$ cat config.mk
export PLATFORM = sky130hd
export DESIGN_NAME = addsub_serial
export DESIGN_NICKNAME = d
export VERILOG_FILES = /design/src/rtl/addsub_pkg.sv /design/src/rtl/addsub_digit.sv /design/src/rtl/full_adder.sv /design/src/rtl/addsub_serial.sv
export SDC_FILE = /design/constraint.sdc
export NUM_CORES = 1
export LEC_CHECK = 0
export ABC_AREA = 1
export BUFFER_PORTS_ARGS = -buffer_cell sky130_fd_sc_hd__buf_2
export CORE_MARGIN = 8
export CORE_UTILIZATION = 30
export CTS_CLUSTER_DIAMETER = 150
export DETAILED_ROUTE_END_ITERATION = 16
export SYNTH_ARGS = -nofsm -noshare
export SYNTH_HDL_FRONTEND = slang
export SYNTH_SLANG_ARGS = --single-unit
$ cat constraint.sdc
create_clock -name clk -period 1.45 [get_ports clk]
set_input_delay 0.0725 -clock clk [delete_from_list [all_inputs] [get_ports clk]]
set_output_delay 0.0725 -clock clk [all_outputs]
set_load 0.02 [all_outputs]
$ cat src/rtl/addsub_pkg.sv
// Shared types and helpers for the digit-serial adder/subtractor.
// Holds the FSM state encoding and the digit counter width function.
package addsub_pkg;

  typedef enum logic [1:0] {
    IDLE = 2'd0,
    RUN  = 2'd1,
    DONE = 2'd2
  } state_t;

  // Counter width for ndig digits; never narrower than one bit.
  function automatic int cnt_width(input int ndig);
    return (ndig <= 1) ? 1 : $clog2(ndig);
  endfunction

endpackage

$ cat src/rtl/addsub_digit.sv
// DIGIT-bit combinational ripple adder built from full_adder cells.
// msb_cin exposes the carry into the top bit for signed overflow detection.
module addsub_digit #(
  parameter int DIGIT = 1
) (
  input  logic [DIGIT-1:0] a,
  input  logic [DIGIT-1:0] b,
  input  logic             cin,
  output logic [DIGIT-1:0] s,
  output logic             cout,
  output logic             msb_cin
);

  logic [DIGIT:0] c;

  assign c[0] = cin;

  for (genvar i = 0; i < DIGIT; i++) begin : g_fa
    full_adder u_fa (
      .a    (a[i]),
      .b    (b[i]),
      .cin  (c[i]),
      .s    (s[i]),
      .cout (c[i+1])
    );
  end

  assign cout    = c[DIGIT];
  assign msb_cin = c[DIGIT-1];

endmodule

$ cat src/rtl/full_adder.sv
// One-bit full adder cell used to build the ripple digit adder.
module full_adder (
  input  logic a,
  input  logic b,
  input  logic cin,
  output logic s,
  output logic cout
);

  assign s    = a ^ b ^ cin;
  assign cout = (a & b) | (a & cin) | (b & cin);

endmodule

$ cat src/rtl/addsub_serial.sv
// Digit-serial A+B / A-B engine: DIGIT bits per cycle, NDIG cycles per operation.
// Handshake: a transfer happens on a rising edge where valid and ready are both high.
module addsub_serial
  import addsub_pkg::*;
#(
  parameter int WIDTH = 16,
  parameter int DIGIT = 1
) (
  input  logic             clk,
  input  logic             rst_n,
  input  logic             in_valid,
  output logic             in_ready,
  input  logic [WIDTH-1:0] a,
  input  logic [WIDTH-1:0] b,
  input  logic             op_sub,
  output logic             out_valid,
  input  logic             out_ready,
  output logic [WIDTH-1:0] sum,
  output logic             cout,
  output logic             ovf
);

  localparam int NDIG = WIDTH / DIGIT;
  localparam int CW   = cnt_width(NDIG);
  localparam logic [CW-1:0] LAST = CW'(NDIG - 1);

  if ((WIDTH % DIGIT) != 0 || WIDTH < 2 || DIGIT < 1 || DIGIT > WIDTH) begin : g_bad_params
    $error("addsub_serial: WIDTH must be >= 2 and a multiple of DIGIT (1 <= DIGIT <= WIDTH)");
  end

  state_t           state;
  state_t           state_next;
  logic [WIDTH-1:0] a_sh;
  logic [WIDTH-1:0] b_sh;
  logic [WIDTH-1:0] sum_sh;
  logic             carry;
  logic [CW-1:0]    cnt;

  logic [DIGIT-1:0]       dig_s;
  logic                   dig_cout;
  logic                   dig_msb_cin;
  logic [WIDTH+DIGIT-1:0] sum_cat;
  logic [WIDTH-1:0]       sum_shift;
  logic                   last;
  logic                   accept;
  logic                   release_res;

  addsub_digit #(.DIGIT(DIGIT)) u_digit (
    .a       (a_sh[DIGIT-1:0]),
    .b       (b_sh[DIGIT-1:0]),
    .cin     (carry),
    .s       (dig_s),
    .cout    (dig_cout),
    .msb_cin (dig_msb_cin)
  );

  // New digit enters at the MSB end; after NDIG shifts the word is in place.
  assign sum_cat     = {dig_s, sum_sh};
  assign sum_shift   = sum_cat[WIDTH+DIGIT-1:DIGIT];
  assign last        = (cnt == LAST);
  assign accept      = (state == IDLE) && in_valid;
  assign release_res = (state == DONE) && out_ready;

  assign in_ready  = (state == IDLE);
  assign out_valid = (state == DONE);

  always_ff @(posedge clk or negedge rst_n) begin
    if (!rst_n) state <= IDLE;
    else        state <= state_next;
  end

  always_comb begin
    state_next = state;
    case (state)
      IDLE:    if (accept)      state_next = RUN;
      RUN:     if (last)        state_next = DONE;
      DONE:    if (release_res) state_next = IDLE;
      default:                  state_next = IDLE;
    endcase
  end

  always_ff @(posedge clk or negedge rst_n) begin
    if (!rst_n) begin
      a_sh   <= '0;
      b_sh   <= '0;
      sum_sh <= '0;
      carry  <= 1'b0;
      cnt    <= '0;
      sum    <= '0;
      cout   <= 1'b0;
      ovf    <= 1'b0;
    end else if (accept) begin
      // Subtraction as A + ~B + 1: the +1 rides in on the initial carry.
      a_sh  <= a;
      b_sh  <= op_sub ? ~b : b;
      carry <= op_sub;
      cnt   <= '0;
    end else if (state == RUN) begin
      a_sh   <= a_sh >> DIGIT;
      b_sh   <= b_sh >> DIGIT;
      sum_sh <= sum_shift;
      carry  <= dig_cout;
      cnt    <= last ? '0 : cnt + CW'(1);
      if (last) begin
        sum  <= sum_shift;
        cout <= dig_cout;
        ovf  <= dig_msb_cin ^ dig_cout;
      end
    end
  end

endmodule

==> summary.md, run 1 <==
| Metric | Value |
|---|---|
| Unrepaired setup endpoints after global routing | no |
| CTS Buffer Depth | 2 |
| Data required time at the worst endpoint | 1.69 ns |
| Internal power of the cells | between 4 and 5 mW |
| Die Span Y | 120 um |
| Root Buffer Master | sky130_fd_sc_hd__clkbuf_8 |
| Slew Limit Fails | 0 |
| Largest net degree at the start of global routing | 39 |
| Clock tree from TritonCTS | done |
| Global-route total usage across every layer | 10.6% |
| Site Rows | 38 |
| CP max FO | 3 |
| Post-layout nets | 520 |
| Num ports | 57 |
| Most common library cell in the layout ignoring fill and taps | sky130_fd_sc_hd__nand2_1 |
| Syn Std Cell Area | 0.00327 mm^2 |
| Placement-stage cell area | between 0.003 and 0.004 mm^2 |
| Residual overflow from global routing | 0 |
| Register-to-register setup slack | 0.14 ns |
| Vias in the first global route | 2790 |
| Count of final setup violators | 0 |
| Beginning of the worst hold path | b[10] |
| Via density | 4.26 |
| Final core area utilization | 38.6% |
| Total power divided by cell area | between 1500 and 2000 mW/mm^2 |
| Detail Route Antenna Nets | 0 |
| CTS buffer count | 9 |
| Leading register cell type out of synthesis | sky130_fd_sc_hd__dfrtp_1 |
| Standard cell core area | 0.0107 mm^2 |
| Drc violations | 0 |
| Number of buffers added to fix hold violations after cts | 19 |
| Count of vias placed by the detailed router | 2669 |
| Critical path class | flop to flop |
| Estimated wirelength of the detail-placed design | 5110 um |
| Sum of negative setup slack | 0 ns |
| Post-synth EDFFs | 0 |
| Maximum ir drop on the vdd rail | slightly below 0.0008 V |
| First-pass GRT wire length | ~13000 um |
| DP Cell Count | 591 |
| # Post-CTS Setup Buffers | 0 |
| Average wire length per cell after detail routing | 11.5 um |
| Clock transition time at the flip-flop clock pins of the worst setup and hold paths | 0.08 ns |
| Share of the clock period used by the worst path after layout | around 90% |
| Crit path DAT | 1.55 ns |
| Switching portion of total power | 37.9% |
| Setup Slack @ Placement | 0.158 ns |
| Ys async rst share | between 90% and 100% |
| Layout cell share with drive strength beyond 1 | a little under a fifth |
| Leakage Power | 2.24 nW |
| Capturing point of the worst reg2reg path | ovf |
| Number of cells upsized or downsized after cts | 0 |
| Total non-filler cell area in the finished layout | 0.00415 mm^2 |
| Psw | 2.91 mW |
| Clock share of power | 21.0% |
| Number of sinks handled by clock tree synthesis | 72 |
| Die Area | between 0.01 and 0.015 mm^2 |
| Minimum setup slack in the final design | 0.145 ns |
| Number of distinct library cell variants in the gate-level netlist after synthesis | 24 |
| Synthesized area divided by synthesized cell count | 8.13 um^2 |
| Final GP Congestion | 0.788 |
| Hold Path Sink | b_sh[10] |
| Clock skew | 0.00646 ns |
| Pre-Repair DR Iteration Count | 4 |
| Layout overhead on the synthesized area | 27.1% |
| Pin slew with the least headroom to its limit | 0.500 ns |
| Class of the tightest hold or removal check | input pin to flop |
| Worst hold path cell count | 4 |
| Final Hold Violating Endpoints | 0 |
| Antenna violations before repair | 0 |
| Relative contribution of sequential cells to total power | 43.5% |
| Net count after synthesis | 441 |
| Syn. warnings | 0 |
| Cells after Synth | 402 |
| Worst hold-check slack | 0.0115 ns |
| Timing-limited maximum frequency | 0.766 GHz |
| Slew margin rel. | 66.7% |
| Part of the Yosys area used for sequential elements | 55.2% |
| Path depth of the worst reg2reg path | 4 |
| Type of element capturing the critical path | flop |
| Post-Layout Cell Count | ~630 |
| WL final | about 7200 um |
| Shortest period the worst path allows | between 1 and 1.5 ns |
| Overall power | about 7.7 mW |
| Combinational group share of total power | a little over a third |
| Initial cell density of the core | 30.4% |
| Number of flip-flops and latches in the synthesized netlist | 72 |
| Run status | complete, no violations |
| Insertion delay of the later-clocked pin in the worst-skew pair | 0.34 ns |
| Most frequent cells in the layout | 227 x sky130_fd_sc_hd__nand2_1, 72 x sky130_fd_sc_hd__dfrtp_1, 55 x sky130_fd_sc_hd__buf_2 |
| Critical path launch point type | flop |
| Max Cap Viol | 0 |
| Level count of the clock H-tree | 3 |
| Number of buffers added on ports | 56 |
| Antenna diodes | 0 |
| Reg-to-Reg Start | carry |
| Width of the chip | 120 um |
| DRC marker count from the first detailed-route iteration | 131 |
synthesized netlist by cell type (2+ instances only):
cell type / count / share of area [%]
sky130_fd_sc_hd__inv_2: 3 / 0.34
sky130_fd_sc_hd__inv_1: 18 / 2.1
sky130_fd_sc_hd__nor2_1: 2 / 0.23
sky130_fd_sc_hd__xnor2_1: 2 / 0.54
sky130_fd_sc_hd__xor2_1: 8 / 2.1
sky130_fd_sc_hd__nand2_1: 227 / 26
sky130_fd_sc_hd__buf_4: 9 / 2.1
sky130_fd_sc_hd__dfrtp_1: 72 / 55
sky130_fd_sc_hd__nand3_1: 25 / 3.8
sky130_fd_sc_hd__buf_2: 7 / 1.1
sky130_fd_sc_hd__o21ai_0: 16 / 2.5
layer usage:
metal  GRT usage [%]  wire (um)  up-vias
met5               0          0        -
met4            2.81         88        0
met3            4.10        445        8
met2            17.8       3420       69
met1            12.4       3280     1209
li1                -          -     1383
worst max-delay path, stage by stage (launching register included):
cell	delay, ns
sky130_fd_sc_hd__dfrtp_1	0.42
sky130_fd_sc_hd__fa_1	0.49
sky130_fd_sc_hd__xor2_1	0.18
sky130_fd_sc_hd__nand2_1	0.06
sky130_fd_sc_hd__nand2_1	0.05
power groups by stage:
stage          registers (mW)  logic, mW  clock network (mW)
2_1_floorplan            3.50       1.74                   0
3_3_place_gp             3.35       2.66                   0
3_5_place_dp             3.38       2.75                   0
4_1_cts                  3.34       2.80                1.68
5_1_grt                  3.45       3.15                1.77
6_report                 3.34       2.72                1.62
cell families after synthesis:
kind of cell	share of synthesized area, %
AND/OR/NAND/NOR	31.6
AO/OA/AOI/OAI	3.33
flip-flops	55.2
buffers and inverters	6.20
adder cells (fa/ha/maj)	0.996
XOR/XNOR	2.68
worst max-delay path by stage:
stage	end	start	slack (ns)	depth (start not counted)
after global routing	ovf	carry	0.05	4
final	ovf	carry	0.14	4
after detailed placement	ovf	carry	0.16	4
after CTS	ovf	carry	0.14	4
after global placement	ovf	carry	0.19	4
after floorplan	b_sh[2]	state[0]	0.003	8
cell type report:
cell class	count	area (um^2)
Fill cell	1141	6590
Clock buffer	10	138
Inverter	22	85.1
Sequential cell	72	1800
Clock inverter	6	67.6
Tap cell	140	175
Timing Repair Buffer	86	618
Multi-Input combinational cell	290	1270
sequential cells by signal (all words and copies together), names as in the netlist:
name / count
sum: 16
cout: 1
carry: 1
state: 2
ovf: 1
b_sh: 16
cnt: 4
sum_sh: 15
a_sh: 16
Power figures use the tool's default switching activity.
==> run 2, diff against run 1 <==
HOLD_SLACK_MARGIN = 0.12   (was unset)
==> run 2 against run 1 <==
Final area rose by 3.9%. Critical endpoint unchanged. Wire length up 1.9%. Sequential cell count unchanged. Clock skew barely moved. Clock power hardly changed. Count of clock-buffer cells in the layout is the same. Highest routed layer unchanged. Total power grew 0.46%.
==> summary.md, run 2 (synthesis results as in run 1) <==
| Metric | Value |
|---|---|
| Count of vias placed by the detailed router | 2736 (was 2669) |
| Final GP Congestion | 0.788 (unchanged) |
| Estimated wirelength of the detail-placed design | 5110 um (unchanged) |
| First-pass GRT wire length | 12800 um (was 12500 um) |
| Vias in the first global route | 2849 (was 2790) |
| Post-layout nets | 536 (was 520) |
| DRC marker count from the first detailed-route iteration | 139 (was 131) |
| Clock tree from TritonCTS | done (unchanged) |
| Level count of the clock H-tree | 3 (unchanged) |
| Total non-filler cell area in the finished layout | 0.00431 mm^2 (was 0.00415 mm^2) |
| Internal power of the cells | 4.80 mW (was 4.77 mW) |
| Setup Slack @ Placement | 0.158 ns (unchanged) |
| CP max FO | 3 (unchanged) |
| Antenna diodes | 0 (unchanged) |
| Standard cell core area | 0.0107 mm^2 (unchanged) |
| Share of the clock period used by the worst path after layout | 90.0% (about the same) |
| # Post-CTS Setup Buffers | 0 (unchanged) |
| Sequential cell area in the final layout | 0.00180 mm^2 (unchanged) |
| Number of buffers added on ports | 56 (unchanged) |
| Total power divided by cell area | 1790 mW/mm^2 (was 1850 mW/mm^2) |
| Placement-stage cell area | 0.00376 mm^2 (unchanged) |
| Worst hold path cell count | 4 (unchanged) |
| Residual overflow from global routing | 0 (unchanged) |
| Most common library cell in the layout ignoring fill and taps | sky130_fd_sc_hd__nand2_1 (unchanged) |
| Post-Layout Cell Count | 642 (was 626) |
| Die Area | 0.0145 mm^2 (unchanged) |
| Largest net degree at the start of global routing | 39 (unchanged) |
| Via density | 4.26 (about the same) |
| Layout overhead on the synthesized area | 32.0% (was 27.1%) |
| Width of the chip | 120 um (unchanged) |
| Minimum setup slack in the final design | 0.145 ns (about the same) |
| Type of element capturing the critical path | flop (unchanged) |
| Pre-Repair DR Iteration Count | 4 (unchanged) |
| Data required time at the worst endpoint | 1.69 ns (about the same) |
| Switching portion of total power | 37.8% (was 37.9%) |
| Number of sinks handled by clock tree synthesis | 72 (unchanged) |
| DP Cell Count | 591 (unchanged) |
| Pin slew with the least headroom to its limit | 0.498 ns (was 0.500 ns) |
| Unrepaired setup endpoints after global routing | no (unchanged) |
| WL final | 7370 um (was 7230 um) |
| Critical path class | flop to flop (unchanged) |
| Clock skew | 0.00664 ns (was 0.00646 ns) |
| Clock transition time at the flip-flop clock pins of the worst setup and hold paths | 0.08 ns (about the same) |
| Combinational group share of total power | 35.8% (was 35.5%) |
| Sum of negative setup slack | 0 ns (unchanged) |
| Run status | complete, no violations (unchanged) |
| Average wire length per cell after detail routing | 11.5 um (about the same) |
| Slew margin rel. | 66.8% (was 66.7%) |
| Antenna violations before repair | 0 (unchanged) |
| Die Span Y | 120 um (unchanged) |
| Relative contribution of sequential cells to total power | 43.3% (was 43.5%) |
| Num ports | 57 (unchanged) |
| Footprint of the multi-input gates | 0.00127 mm^2 (unchanged) |
| Slew Limit Fails | 0 (unchanged) |
| Global-route total usage across every layer | 10.8% (was 10.6%) |
| Fillers | 1116 (was 1141) |
| Shortest period the worst path allows | 1.31 ns (about the same) |
| Crit path DAT | 1.55 ns (about the same) |
| Number of buffers added to fix hold violations after cts | 35 (was 19) |
| Clock share of power | 20.9% (was 21.0%) |
| Count of final setup violators | 0 (unchanged) |
| Number of cells upsized or downsized after cts | 0 (unchanged) |
| Detail Route Antenna Nets | 0 (unchanged) |
| Final core area utilization | 40.1% (was 38.6%) |
| Drc violations | 0 (unchanged) |
| Final Hold Violating Endpoints | 0 (unchanged) |
| Root Buffer Master | sky130_fd_sc_hd__clkbuf_8 (unchanged) |
| Critical path launch point type | flop (unchanged) |
| Initial cell density of the core | 30.4% (unchanged) |
| Largest registers in the final layout | a_sh (16), b_sh (16), sum (16) (unchanged) |
| Max Cap Viol | 0 (unchanged) |
| Site Rows | 38 (unchanged) |
| Psw | 2.91 mW (about the same) |
| Leakage Power | 2.31 nW (was 2.24 nW) |
| Most frequent cells in the layout | 227 x sky130_fd_sc_hd__nand2_1, 72 x sky130_fd_sc_hd__dfrtp_1, 55 x sky130_fd_sc_hd__buf_2 (unchanged) |
| Maximum ir drop on the vdd rail | 0.000794 V (about the same) |
| Path depth of the worst reg2reg path | 4 (unchanged) |
| Insertion delay of the later-clocked pin in the worst-skew pair | 0.34 ns (about the same) |
| Timing-limited maximum frequency | 0.766 GHz (about the same) |
| CTS buffer count | 9 (unchanged) |
| CTS Buffer Depth | 2 (unchanged) |
| Layout cell share with drive strength beyond 1 | 18.3% (was 18.9%) |
| Class of the tightest hold or removal check | input pin to flop (unchanged) |
## run 2: layout make-up
cell class,instances,share of cell area (%)
timing repair buffer,102,18.0
clock inverter,6,1.57
inverter,22,1.97
clock buffer,10,3.19
tap,140,4.06
multi-input combinational,290,29.4
sequential,72,41.8
## run 2: power groups by stage
stage                     logic, mW  clock network [mW]  registers (mW)
after CTS                      2.83                1.68            3.34
after global routing           3.18                1.77            3.45
final                          2.76                1.61            3.34
after detailed placement       2.75                   0            3.38
after global placement         2.66                   0            3.35
after floorplan                1.74                   0            3.50
## run 2: metal layers
layer	global-route usage, %	share of wire [%]
met4	2.81	1.2
met5	0	0
met1	12.5	45
met3	4.15	6.0
met2	18.4	48
## run 2: final timing paths
check                         start  slack (ns)          to
setup / recovery              carry        0.14         ovf
hold / removal             in_valid        0.22    state[0]
setup reg to reg              carry        0.14         ovf
hold reg to reg              sum[0]        0.47      sum[0]
max in group asynchronous     rst_n        0.64    b_sh[13]
min in group asynchronous     rst_n        0.23  sum_sh[11]
## run 2: per-stage QoR
| stage | hold WS (ns) | power, mW |
|---|---|---|
| floorplan | -0.223 | 5.24 |
| global placement | 0.0733 | 6.01 |
| detailed placement | 0.0798 | 6.13 |
| CTS | 0.204 | 7.86 |
| global route | 0.210 | 8.41 |
| finish | 0.217 | 7.71 |
## run 2: critical path: stages, from the launching register on
cell and delay [ns]:
sky130_fd_sc_hd__dfrtp_1 0.42, sky130_fd_sc_hd__fa_1 0.49, sky130_fd_sc_hd__xor2_1 0.18, sky130_fd_sc_hd__nand2_1 0.06, sky130_fd_sc_hd__nand2_1 0.05
